**src/rtl/spi_slv_pkg.sv**
```systemverilog
`default_nettype none
// ============================================================================
//  Module   : spi_slv_pkg
//  Purpose  : Shared types and constants for the SPI RAM slave.
//             Provides the FSM state enum, the opcode constants and a small
//             helper that sizes the receive shift register.
//  Revision : 1.0 - initial release
// ============================================================================
package spi_slv_pkg;

  localparam int OPC_W = 2;
  localparam logic [OPC_W-1:0] OPC_WRITE = 2'b00;
  localparam logic [OPC_W-1:0] OPC_READ  = 2'b01;

  typedef enum logic [2:0] {
    IDLE    = 3'd0,
    CMD     = 3'd1,
    ADDR    = 3'd2,
    WDATA   = 3'd3,
    RD_WAIT = 3'd4,
    RSTART  = 3'd5,
    RDATA   = 3'd6,
    IGNORE  = 3'd7
  } state_e;

  function automatic int max_int(input int a, input int b);
    return (a > b) ? a : b;
  endfunction

endpackage
`default_nettype wire

```
**src/rtl/spi_shift_reg.sv**
```systemverilog
`default_nettype none
// ============================================================================
//  Module   : spi_shift_reg
//  Purpose  : Parametrised MSB-first shift register with parallel load.
//             Load has priority over shift; serial input enters at the LSB,
//             serial output is the MSB.
//  Ports    : clk, rst          - clock, synchronous active-high reset
//             load_i/load_val_i - parallel load strobe and value
//             shift_i/sin_i     - shift strobe and serial input bit
//             q_o               - current register contents
//             sout_o            - serial output (MSB)
//  Revision : 1.0 - initial release
// ============================================================================
module spi_shift_reg
  import spi_slv_pkg::*;
#(
  parameter int W = 8
) (
  input  logic         clk,
  input  logic         rst,
  input  logic         load_i,
  input  logic [W-1:0] load_val_i,
  input  logic         shift_i,
  input  logic         sin_i,
  output logic [W-1:0] q_o,
  output logic         sout_o
);

  logic [W-1:0] data_q;

  always_ff @(posedge clk) begin
    if (rst) begin
      data_q <= '0;
    end else if (load_i) begin
      data_q <= load_val_i;
    end else if (shift_i) begin
      data_q <= {data_q[W-2:0], sin_i};
    end
  end

  assign q_o    = data_q;
  assign sout_o = data_q[W-1];

endmodule
`default_nettype wire

```
**src/rtl/spi_ram_slave_burst.sv**
```systemverilog
`default_nettype none
// ============================================================================
//  Module   : spi_ram_slave_burst
//  Purpose  : SPI slave bridging a 1-bit serial frame (ss_n/mosi/miso, all
//             sampled on clk) to a simple RAM port. Frame = 2-bit opcode,
//             ADDR_W-bit address, then DATA_W-bit words, all MSB first.
//             Read data is returned after a single '1' start bit.
//  Config   : SPI_SLV_BURST_EN - when defined, consecutive words follow while
//             ss_n stays low, address incrementing (wrapping) per word.
//             When undefined, one word per frame; the rest is ignored.
//  Ports    : clk, rst       - clock, synchronous active-high reset
//             ss_n_i         - frame select, active low
//             mosi_i/miso_o  - serial in / out (miso 0 when idle)
//             wr_en_o, wr_addr_o, wr_data_o - one-cycle RAM write
//             rd_req_o, rd_addr_o           - one-cycle RAM read request
//             rd_valid_i, rd_data_i         - RAM read response
//             busy_o         - high whenever the FSM is not idle
//  Revision : 1.0 - initial release
// ============================================================================
module spi_ram_slave_burst
  import spi_slv_pkg::*;
#(
  parameter int ADDR_W = 8,
  parameter int DATA_W = 8
) (
  input  logic              clk,
  input  logic              rst,
  input  logic              ss_n_i,
  input  logic              mosi_i,
  output logic              miso_o,
  output logic              wr_en_o,
  output logic [ADDR_W-1:0] wr_addr_o,
  output logic [DATA_W-1:0] wr_data_o,
  output logic              rd_req_o,
  output logic [ADDR_W-1:0] rd_addr_o,
  input  logic              rd_valid_i,
  input  logic [DATA_W-1:0] rd_data_i,
  output logic              busy_o
);

  localparam int RX_W  = max_int(ADDR_W, DATA_W);
  localparam int CNT_W = $clog2(RX_W) + 1;

`ifdef SPI_SLV_BURST_EN
  localparam bit BURST = 1'b1;
`else
  localparam bit BURST = 1'b0;
`endif

  localparam logic [CNT_W-1:0]  C_CNT_ONE = CNT_W'(1);
  localparam logic [CNT_W-1:0]  C_OPC_LST = CNT_W'(OPC_W - 1);
  localparam logic [CNT_W-1:0]  C_ADR_LST = CNT_W'(ADDR_W - 1);
  localparam logic [CNT_W-1:0]  C_DAT_LST = CNT_W'(DATA_W - 1);
  localparam logic [ADDR_W-1:0] C_ADR_ONE = ADDR_W'(1);

  state_e             state_q, state_d;
  logic [CNT_W-1:0]   cnt_q, cnt_d;
  logic [ADDR_W-1:0]  addr_q, addr_d;
  logic [OPC_W-1:0]   opc_q, opc_d;
  logic               miso_q, miso_d;
  logic               wr_en_q, wr_en_d;
  logic [ADDR_W-1:0]  wr_addr_q, wr_addr_d;
  logic [DATA_W-1:0]  wr_data_q, wr_data_d;
  logic               rd_req_q, rd_req_d;
  logic [ADDR_W-1:0]  rd_addr_q, rd_addr_d;

  logic               w_rx_shift, w_tx_load, w_tx_shift;
  logic [RX_W-1:0]    w_rx_q;
  logic               w_rx_sout;
  logic [DATA_W-1:0]  w_tx_q;
  logic               w_tx_sout;
  logic [RX_W-1:0]    w_rx_next;
  logic               w_unused;

  spi_shift_reg #(.W(RX_W)) u_rx (
    .clk        (clk),
    .rst        (rst),
    .load_i     (1'b0),
    .load_val_i ({RX_W{1'b0}}),
    .shift_i    (w_rx_shift),
    .sin_i      (mosi_i),
    .q_o        (w_rx_q),
    .sout_o     (w_rx_sout)
  );

  spi_shift_reg #(.W(DATA_W)) u_tx (
    .clk        (clk),
    .rst        (rst),
    .load_i     (w_tx_load),
    .load_val_i (rd_data_i),
    .shift_i    (w_tx_shift),
    .sin_i      (1'b0),
    .q_o        (w_tx_q),
    .sout_o     (w_tx_sout)
  );

  // Value the rx register takes at this edge; lets a field be used in the
  // same cycle its last bit is sampled.
  assign w_rx_next = {w_rx_q[RX_W-2:0], mosi_i};
  assign w_unused  = ^{w_rx_q[RX_W-1], w_rx_sout, w_tx_q};

  always_comb begin
    state_d    = state_q;
    cnt_d      = cnt_q;
    addr_d     = addr_q;
    opc_d      = opc_q;
    miso_d     = 1'b0;
    wr_en_d    = 1'b0;
    rd_req_d   = 1'b0;
    wr_addr_d  = wr_addr_q;
    wr_data_d  = wr_data_q;
    rd_addr_d  = rd_addr_q;
    w_rx_shift = 1'b0;
    w_tx_load  = 1'b0;
    w_tx_shift = 1'b0;

    // Deselect aborts everything, including a read response in this cycle.
    if (state_q != IDLE && ss_n_i) begin
      state_d = IDLE;
    end else begin
      case (state_q)
        IDLE: begin
          if (!ss_n_i) begin
            state_d = CMD;
            cnt_d   = '0;
          end
        end
        CMD: begin
          w_rx_shift = 1'b1;
          cnt_d      = cnt_q + C_CNT_ONE;
          if (cnt_q == C_OPC_LST) begin
            opc_d = w_rx_next[OPC_W-1:0];
            cnt_d = '0;
            if (w_rx_next[OPC_W-1:0] == OPC_WRITE || w_rx_next[OPC_W-1:0] == OPC_READ) begin
              state_d = ADDR;
            end else begin
              state_d = IGNORE;
            end
          end
        end
        ADDR: begin
          w_rx_shift = 1'b1;
          cnt_d      = cnt_q + C_CNT_ONE;
          if (cnt_q == C_ADR_LST) begin
            addr_d = w_rx_next[ADDR_W-1:0];
            cnt_d  = '0;
            if (opc_q == OPC_READ) begin
              rd_req_d  = 1'b1;
              rd_addr_d = w_rx_next[ADDR_W-1:0];
              state_d   = RD_WAIT;
            end else begin
              state_d = WDATA;
            end
          end
        end
        WDATA: begin
          w_rx_shift = 1'b1;
          cnt_d      = cnt_q + C_CNT_ONE;
          if (cnt_q == C_DAT_LST) begin
            wr_en_d   = 1'b1;
            wr_addr_d = addr_q;
            wr_data_d = w_rx_next[DATA_W-1:0];
            cnt_d     = '0;
            if (BURST) begin
              addr_d = addr_q + C_ADR_ONE;
            end else begin
              state_d = IGNORE;
            end
          end
        end
        RD_WAIT: begin
          // rd_valid is only meaningful from the cycle after rd_req.
          if (rd_valid_i && !rd_req_q) begin
            w_tx_load = 1'b1;
            miso_d    = 1'b1;
            state_d   = RSTART;
          end
        end
        RSTART: begin
          miso_d     = w_tx_sout;
          w_tx_shift = 1'b1;
          cnt_d      = '0;
          state_d    = RDATA;
        end
        RDATA: begin
          // The MSB already left in RSTART, so DATA_W-1 more shifts here.
          if (cnt_q == C_DAT_LST) begin
            cnt_d = '0;
            if (BURST) begin
              addr_d    = addr_q + C_ADR_ONE;
              rd_addr_d = addr_q + C_ADR_ONE;
              rd_req_d  = 1'b1;
              state_d   = RD_WAIT;
            end else begin
              state_d = IGNORE;
            end
          end else begin
            miso_d     = w_tx_sout;
            w_tx_shift = 1'b1;
            cnt_d      = cnt_q + C_CNT_ONE;
          end
        end
        default: begin
          state_d = state_q;
        end
      endcase
    end
  end

  always_ff @(posedge clk) begin
    if (rst) begin
      state_q   <= IDLE;
      cnt_q     <= '0;
      addr_q    <= '0;
      opc_q     <= '0;
      miso_q    <= 1'b0;
      wr_en_q   <= 1'b0;
      wr_addr_q <= '0;
      wr_data_q <= '0;
      rd_req_q  <= 1'b0;
      rd_addr_q <= '0;
    end else begin
      state_q   <= state_d;
      cnt_q     <= cnt_d;
      addr_q    <= addr_d;
      opc_q     <= opc_d;
      miso_q    <= miso_d;
      wr_en_q   <= wr_en_d;
      wr_addr_q <= wr_addr_d;
      wr_data_q <= wr_data_d;
      rd_req_q  <= rd_req_d;
      rd_addr_q <= rd_addr_d;
    end
  end

  assign miso_o    = miso_q;
  assign wr_en_o   = wr_en_q;
  assign wr_addr_o = wr_addr_q;
  assign wr_data_o = wr_data_q;
  assign rd_req_o  = rd_req_q;
  assign rd_addr_o = rd_addr_q;
  assign busy_o    = (state_q != IDLE);

endmodule
`default_nettype wire

```
**config.mk**
```make
export PLATFORM = sky130hd
export DESIGN_NAME = spi_ram_slave_burst
export DESIGN_NICKNAME = d
export VERILOG_FILES = /design/src/rtl/spi_slv_pkg.sv /design/src/rtl/spi_shift_reg.sv /design/src/rtl/spi_ram_slave_burst.sv
export SDC_FILE = /design/constraint.sdc
export NUM_CORES = 1
export LEC_CHECK = 0
export BUFFER_PORTS_ARGS = -buffer_cell sky130_fd_sc_hd__buf_2
export CAP_MARGIN = 20
export CORE_ASPECT_RATIO = 1.1
export CORE_UTILIZATION = 55
export DETAILED_ROUTE_END_ITERATION = 8
export PLACE_DENSITY = 0.78
export SLEW_MARGIN = 10
export SYNTH_ARGS = -nofsm -noshare
export SYNTH_HDL_FRONTEND = slang
export SYNTH_SLANG_ARGS = --single-unit
```
**constraint.sdc**
```tcl
create_clock -name clk -period 1.87 [get_ports clk]
set_input_delay 0.2805 -clock clk [delete_from_list [all_inputs] [get_ports clk]]
set_output_delay 0.2805 -clock clk [all_outputs]
set_load 0.02 [all_outputs]
```
* Word-level counts from Yosys, hierarchy flattened
Index checks and enable logic that the tools add are counted.
** Word-level totals
- Register bits after elaboration :: 59
- Bits in latches :: 0
- RAM bits :: 0
- Memory bits (read-only) :: 0
- Input port bits :: 13
- Output and inout port bits :: 28
- Logic and storage cells :: 80
- Memories :: 0
** Cells by class
- Add/subtract/negate cells :: 1
- $mul :: 0
- Div/mod/pow operators :: 0
- $lt $le $gt $ge :: 0
- Eq/ne operators :: 15
- Shift operators :: 0
- Multiplexer cells :: 26
- Bitwise gates (word level) :: 4
- Reduce and logical (&&, ||, !) cells :: 22
** Operator list (count)
- $mux 3 :: 7
- $pmux 3 s6 :: 1
- $mux 8 :: 2
- $pmux 4 s4 :: 1
- $mux 4 :: 3
- $reduce_and 3->1 :: 4
- $mux 1 :: 10
- $eq 3x3->1 const B :: 3
- $reduce_or 3->1 :: 3
- $ne 2x2->1 const B :: 4
- $eq 3x2->1 const B :: 2
- $reduce_and 6->1 :: 1
- $reduce_bool 6->1 :: 1
- $add 4x1->4 const B :: 1
- $eq 2x1->1 const B :: 2
- $eq 4x1->1 const B :: 1
- $eq 4x3->1 const B :: 1
- $not 1->1 :: 4
- $reduce_and 4->1 :: 1
- $reduce_bool 4->1 :: 1
- $reduce_or 2->1 :: 2
- $reduce_or 4->1 :: 1
- $eq 3x1->1 const B :: 1
- $logic_not 3->1 :: 1
- other kinds (9) :: 10

* Depth between registers and ports, before layout
- Depth in word-level cells :: 6
- Mapped depth :: 7

* Hierarchy
A second synthesis with hierarchy kept.
** Unflattened totals
- Cell total of the unflattened synthesis :: 265
- Area total of the unflattened synthesis :: 2655.0 um^2
** Modules (own cells, without submodules)
- spi_ram_slave_burst :: instances 1, cells an instance 193, area an instance 1901.8 um^2
- spi_shift_reg :: instances 2, cells an instance 36, area an instance 376.6 um^2

* Worst setup path before layout
No wires, ideal clock.
- Path kind :: reg2reg
- Start :: register cnt_q[0]
- End :: register u_tx.data_q[2], in the netlist u_tx.q_o[2]
- Data arrival time :: 1.596 ns
- Slack :: 0.160 ns
- Stages on the path, launching flop included :: 7
- Cell sequence :: dfxtp_1 ha_1 and3b_1 buf_6 or3_4 and3b_4 a21o_1
** On the way
- Longest elaborated chain between the ends :: 5
** RTL lines
- start, declared :: RTL line spi_ram_slave_burst.sv:57 : logic [CNT_W-1:0] cnt_q, cnt_d;
- start signal, assigned :: RTL line spi_ram_slave_burst.sv:224 : cnt_q <= cnt_d;
- $eq 4x3->1 :: RTL line spi_ram_slave_burst.sv:187 : if (cnt_q == C_DAT_LST) begin
- $mux 1 :: RTL line spi_ram_slave_burst.sv:187
- $pmux 1 s2 :: RTL line spi_ram_slave_burst.sv:121 : case (state_q)
- $mux 1 :: RTL line spi_ram_slave_burst.sv:118 : if (state_q != IDLE && ss_n_i) begin
- $reduce_bool 2->1 (no line)
- end signal, assigned :: RTL line spi_shift_reg.sv:35 : data_q <= load_val_i;
- end signal, assigned :: RTL line spi_shift_reg.sv:37 : data_q <= {data_q[W-2:0], sin_i};
- end, declared :: RTL line spi_shift_reg.sv:29 : logic [W-1:0] data_q;
Every way passes these cells.
A chain may end at the register's enable or synchronous reset.

* Worst setup path in the final report
- Start :: register cnt_q[0]
- End :: register wr_addr_q[0], in the netlist wr_addr_o[0]
** On the way
- Longest elaborated chain between the ends :: 2
** RTL lines
- $eq 4x3->1 :: RTL line spi_ram_slave_burst.sv:159 : if (cnt_q == C_DAT_LST) begin
- $reduce_and 3->1 (no line)
- end signal, assigned :: RTL line spi_ram_slave_burst.sv:229 : wr_addr_q <= wr_addr_d;
- end, declared :: RTL line spi_ram_slave_burst.sv:62 : logic [ADDR_W-1:0] wr_addr_q, wr_addr_d;
Every way passes these cells.

==> run_results.csv <==
group,metric,value,unit
route,viasPerCell,5.536,
yosys,synth-async-reset-ratio,0,
clock_tree,clock-sinks,59,
clock_tree,cts_hold_buf,0,
yosys,synth.most_common_cell,"dfxtp_1",
worst_setup_path,crit_path_max_fanout,9,
placed_design,dp_slack,0.08151,ns
yosys,synth_top_flop_cell,"dfxtp_1",
sta,skew,0.006959,ns
clock_tree,cts_tree,"yes",
cells_and_area,syn2layout_area_growth,18.00,%
worst_setup_path,slowest_stage,"dfxtp_1",
cells_and_area,nets,322,
global_routing,globalRoute.totalOverflow,0,
floorplanning,num_rows,25,
worst_setup_path,end_kind,"flop",
yosys,syn_area,2565,um2
yosys,synth.top_cell.area_share,0.4605,
yosys,yosysWarnings,0,
power,power,2.574,mW
yosys,ys_ff_latch,59,
cells_and_area,layout-drive-gt1-share,0.2436,
route,drc,0,
floorplanning,core_area,4379,um2
yosys,synth_cell_types,47,
clock_tree,htreeDepth,3,
floorplanning,die_h,73.63,um
hold_path,hp-class,"in2reg",
floorplanning,die_x,67.11,um
sta,min_period,1.780,ns
placed_design,place_inst,350,
placed_design,dpl.hpwl,3594,um
power,peakVddDrop,0.0007456,V
sta,holdWs,0.1979,ns
run,drv_cap,0,
worst_setup_path,cpLargestDelayFamily,"simple AND/OR/NAND/NOR gates",
sta,fmax,0.5616,GHz
floorplanning,io_pins,41,
route,drtIter0Drc,118,
cells_and_area,fin_cells,366,
global_routing,antenna_found_initial,0,
placed_design,port_buffers,40,
clock_tree,cts_buffers,9,
floorplanning,fp.dieArea,4941,um2
global_routing,grt_pass1_vias,1929,
yosys,syn_avg_cell_area,9.643,um2
cells_and_area,n_antenna_cell,0,
worst_setup_path,worstSetupPathType,"reg2reg",
route,drtPass1Iterations,5,
worst_setup_path,required,2.08,ns
worst_setup_path,worstPathCellList,"ha_1, nand3b_1, nor4_4, buf_4, mux2i_1, nor2_1",
floorplanning,initial_utilization,0.5857,
sta,drv_slew,0,
yosys,syn_inst,266,
power,power-per-cell-area,850.3,nW/um2
worst_setup_path,cp.arrival,1.99,ns
worst_setup_path,max_stage_delay,0.39,ns
yosys,synth_common_cells,"dfxtp_1 (59), nor2_1 (50), mux2i_1 (43)",
power,power.leakage,1.391,nW
yosys,synth_area_leaders,"dfxtp_1 (46%), mux2i_1 (17%), nor2_1 (7.3%), a21oi_1 (2.0%), a21o_1 (1.5%)",
worst_setup_path,path_buf_inv,1,
sta,min_period_over_period,0.9521,
global_routing,grt_usage,0.2347,
global_routing,grt_max_degree,38,
worst_setup_path,crit_path_start_kind,"flop",
route,wl_per_cell,14.34,um
sta,setup_viol,0,
clock_tree,clkLatencyLatePin,0.33,ns
sta,slew_headroom,0.6656,
sta,hold_viol,0,
route,vias,2026,
global_routing,grt_pass1_wl,8625,um
yosys,synth_edf_count,0,
outcome,outcome,"finished clean",
yosys,synth_largest_area_cell,"dfxtp_1",
route,ant_nets,0,
sta,tightest_slew,0.4975,ns
clock_tree,path_clk_slew,0.07,ns
sta,rsz0062_at_grt,"true",
sta,worst_slack,0.08952,ns
clock_tree,clock_tree.root_cell,"clkbuf_8",
yosys,syn-num-nets,281,
placed_design,gp_congestion,0.8811,
clock_tree,clk_path_buf_depth,2,
route,wl,5247,um
yosys,synth_seq_area_share,0.4605,
[flip-flops by register name (all words and copies together) (netlist names)]
name	cells
state_q	3
u_tx.q_o	8
cnt_q	4
addr_q	8
wr_data_o	8
u_rx.q_o	7
rd_addr_o	8
wr_addr_o	8
miso_o	1
opc_q	2
wr_en_o	1
rd_req_o	1
[repair_timing]
item / in CTS / in global routing
hold endpoints to repair: 0 / 0
setup endpoints to repair: 0 / 21
setup buffers: 0 / 0
resized for setup: 0 / 3
[worst reg2reg max path: cells and delay by family, from the launching register on]
family        cells  cell delay [ns]
fa+ha+maj         1             0.24
mux               1             0.21
simple gates      3             0.55
flops             1             0.39
buf+inv           1             0.27
[cells by family after synthesis]
family / after synthesis / synth area share
DFF: 59 / 0.4605
adders and majority gates: 2 / 0.009755
and+or+nand+nor: 100 / 0.2044
muxes: 43 / 0.1678
buffers and inverters: 23 / 0.04731
xor gates and xnor gates: 1 / 0.003415
AOI/OAI and AO/OA: 38 / 0.1068
[cell type report]
class                   instances  area [um2]
fillers                       349        1353
flip-flops and latches         59        1181
clock inverters                 6       65.06
repair buffers                 49       267.8
inverters                       4       15.01
clock buffers                  10       137.6
multi-input cells             184        1292
well taps                      54       67.56
[routing by layer]
metal / share of wire / wire length (um) / GRT usage
met5: 0 / 0 / 0
met4: 0.021 / 110 / 0.1277
met3: 0.035 / 186 / 0.05745
met2: 0.47 / 2489 / 0.3611
met1: 0.47 / 2461 / 0.2990
[worst paths after layout]
| kind | to | slack (ns) | from | cells after the start |
|---|---|---|---|---|
| hold reg to reg | u_tx.q_o[2] | 0.46 | u_tx.q_o[2] | 1 |
| hold / removal | u_tx.q_o[0] | 0.20 | rd_data_i[0] | 3 |
| setup reg to reg | wr_addr_o[0] | 0.09 | cnt_q[0] | 6 |
| setup / recovery | wr_addr_o[0] | 0.09 | cnt_q[0] | 6 |
[cell usage in the layout, fill, tap and decap left out, types with 3 or more instances in the layout]
cell,n
nand2b_1,5
nor4_1,3
nand2_1,10
buf_4,9
nand3b_1,4
mux2i_1,43
a21o_1,5
clkbuf_8,10
inv_1,3
nand3_1,5
o21ai_0,3
buf_2,40
a21oi_1,10
nor2b_1,6
a22o_1,4
nor2_1,50
dfxtp_1,59
[report_power, final]
group	total (mW)	switching [mW]	internal, mW
Combinational	0.148	0.0910	0.0574
Sequential	1.28	0.0146	1.26
Clock	1.15	0.497	0.650
Total	2.57	0.603	1.97
[through the flow]
stage                     utilization  setup TNS [ns]  cell area [um2]
after CTS                      0.6857               0             3003
after floorplan                     -               0             2565
final                          0.6911               0             3027
after global routing           0.6911        -0.08936             3027
after global placement         0.6394               0             2800
after detailed placement       0.6394               0             2800
Note: power is estimated with default switching activity, not from simulation.
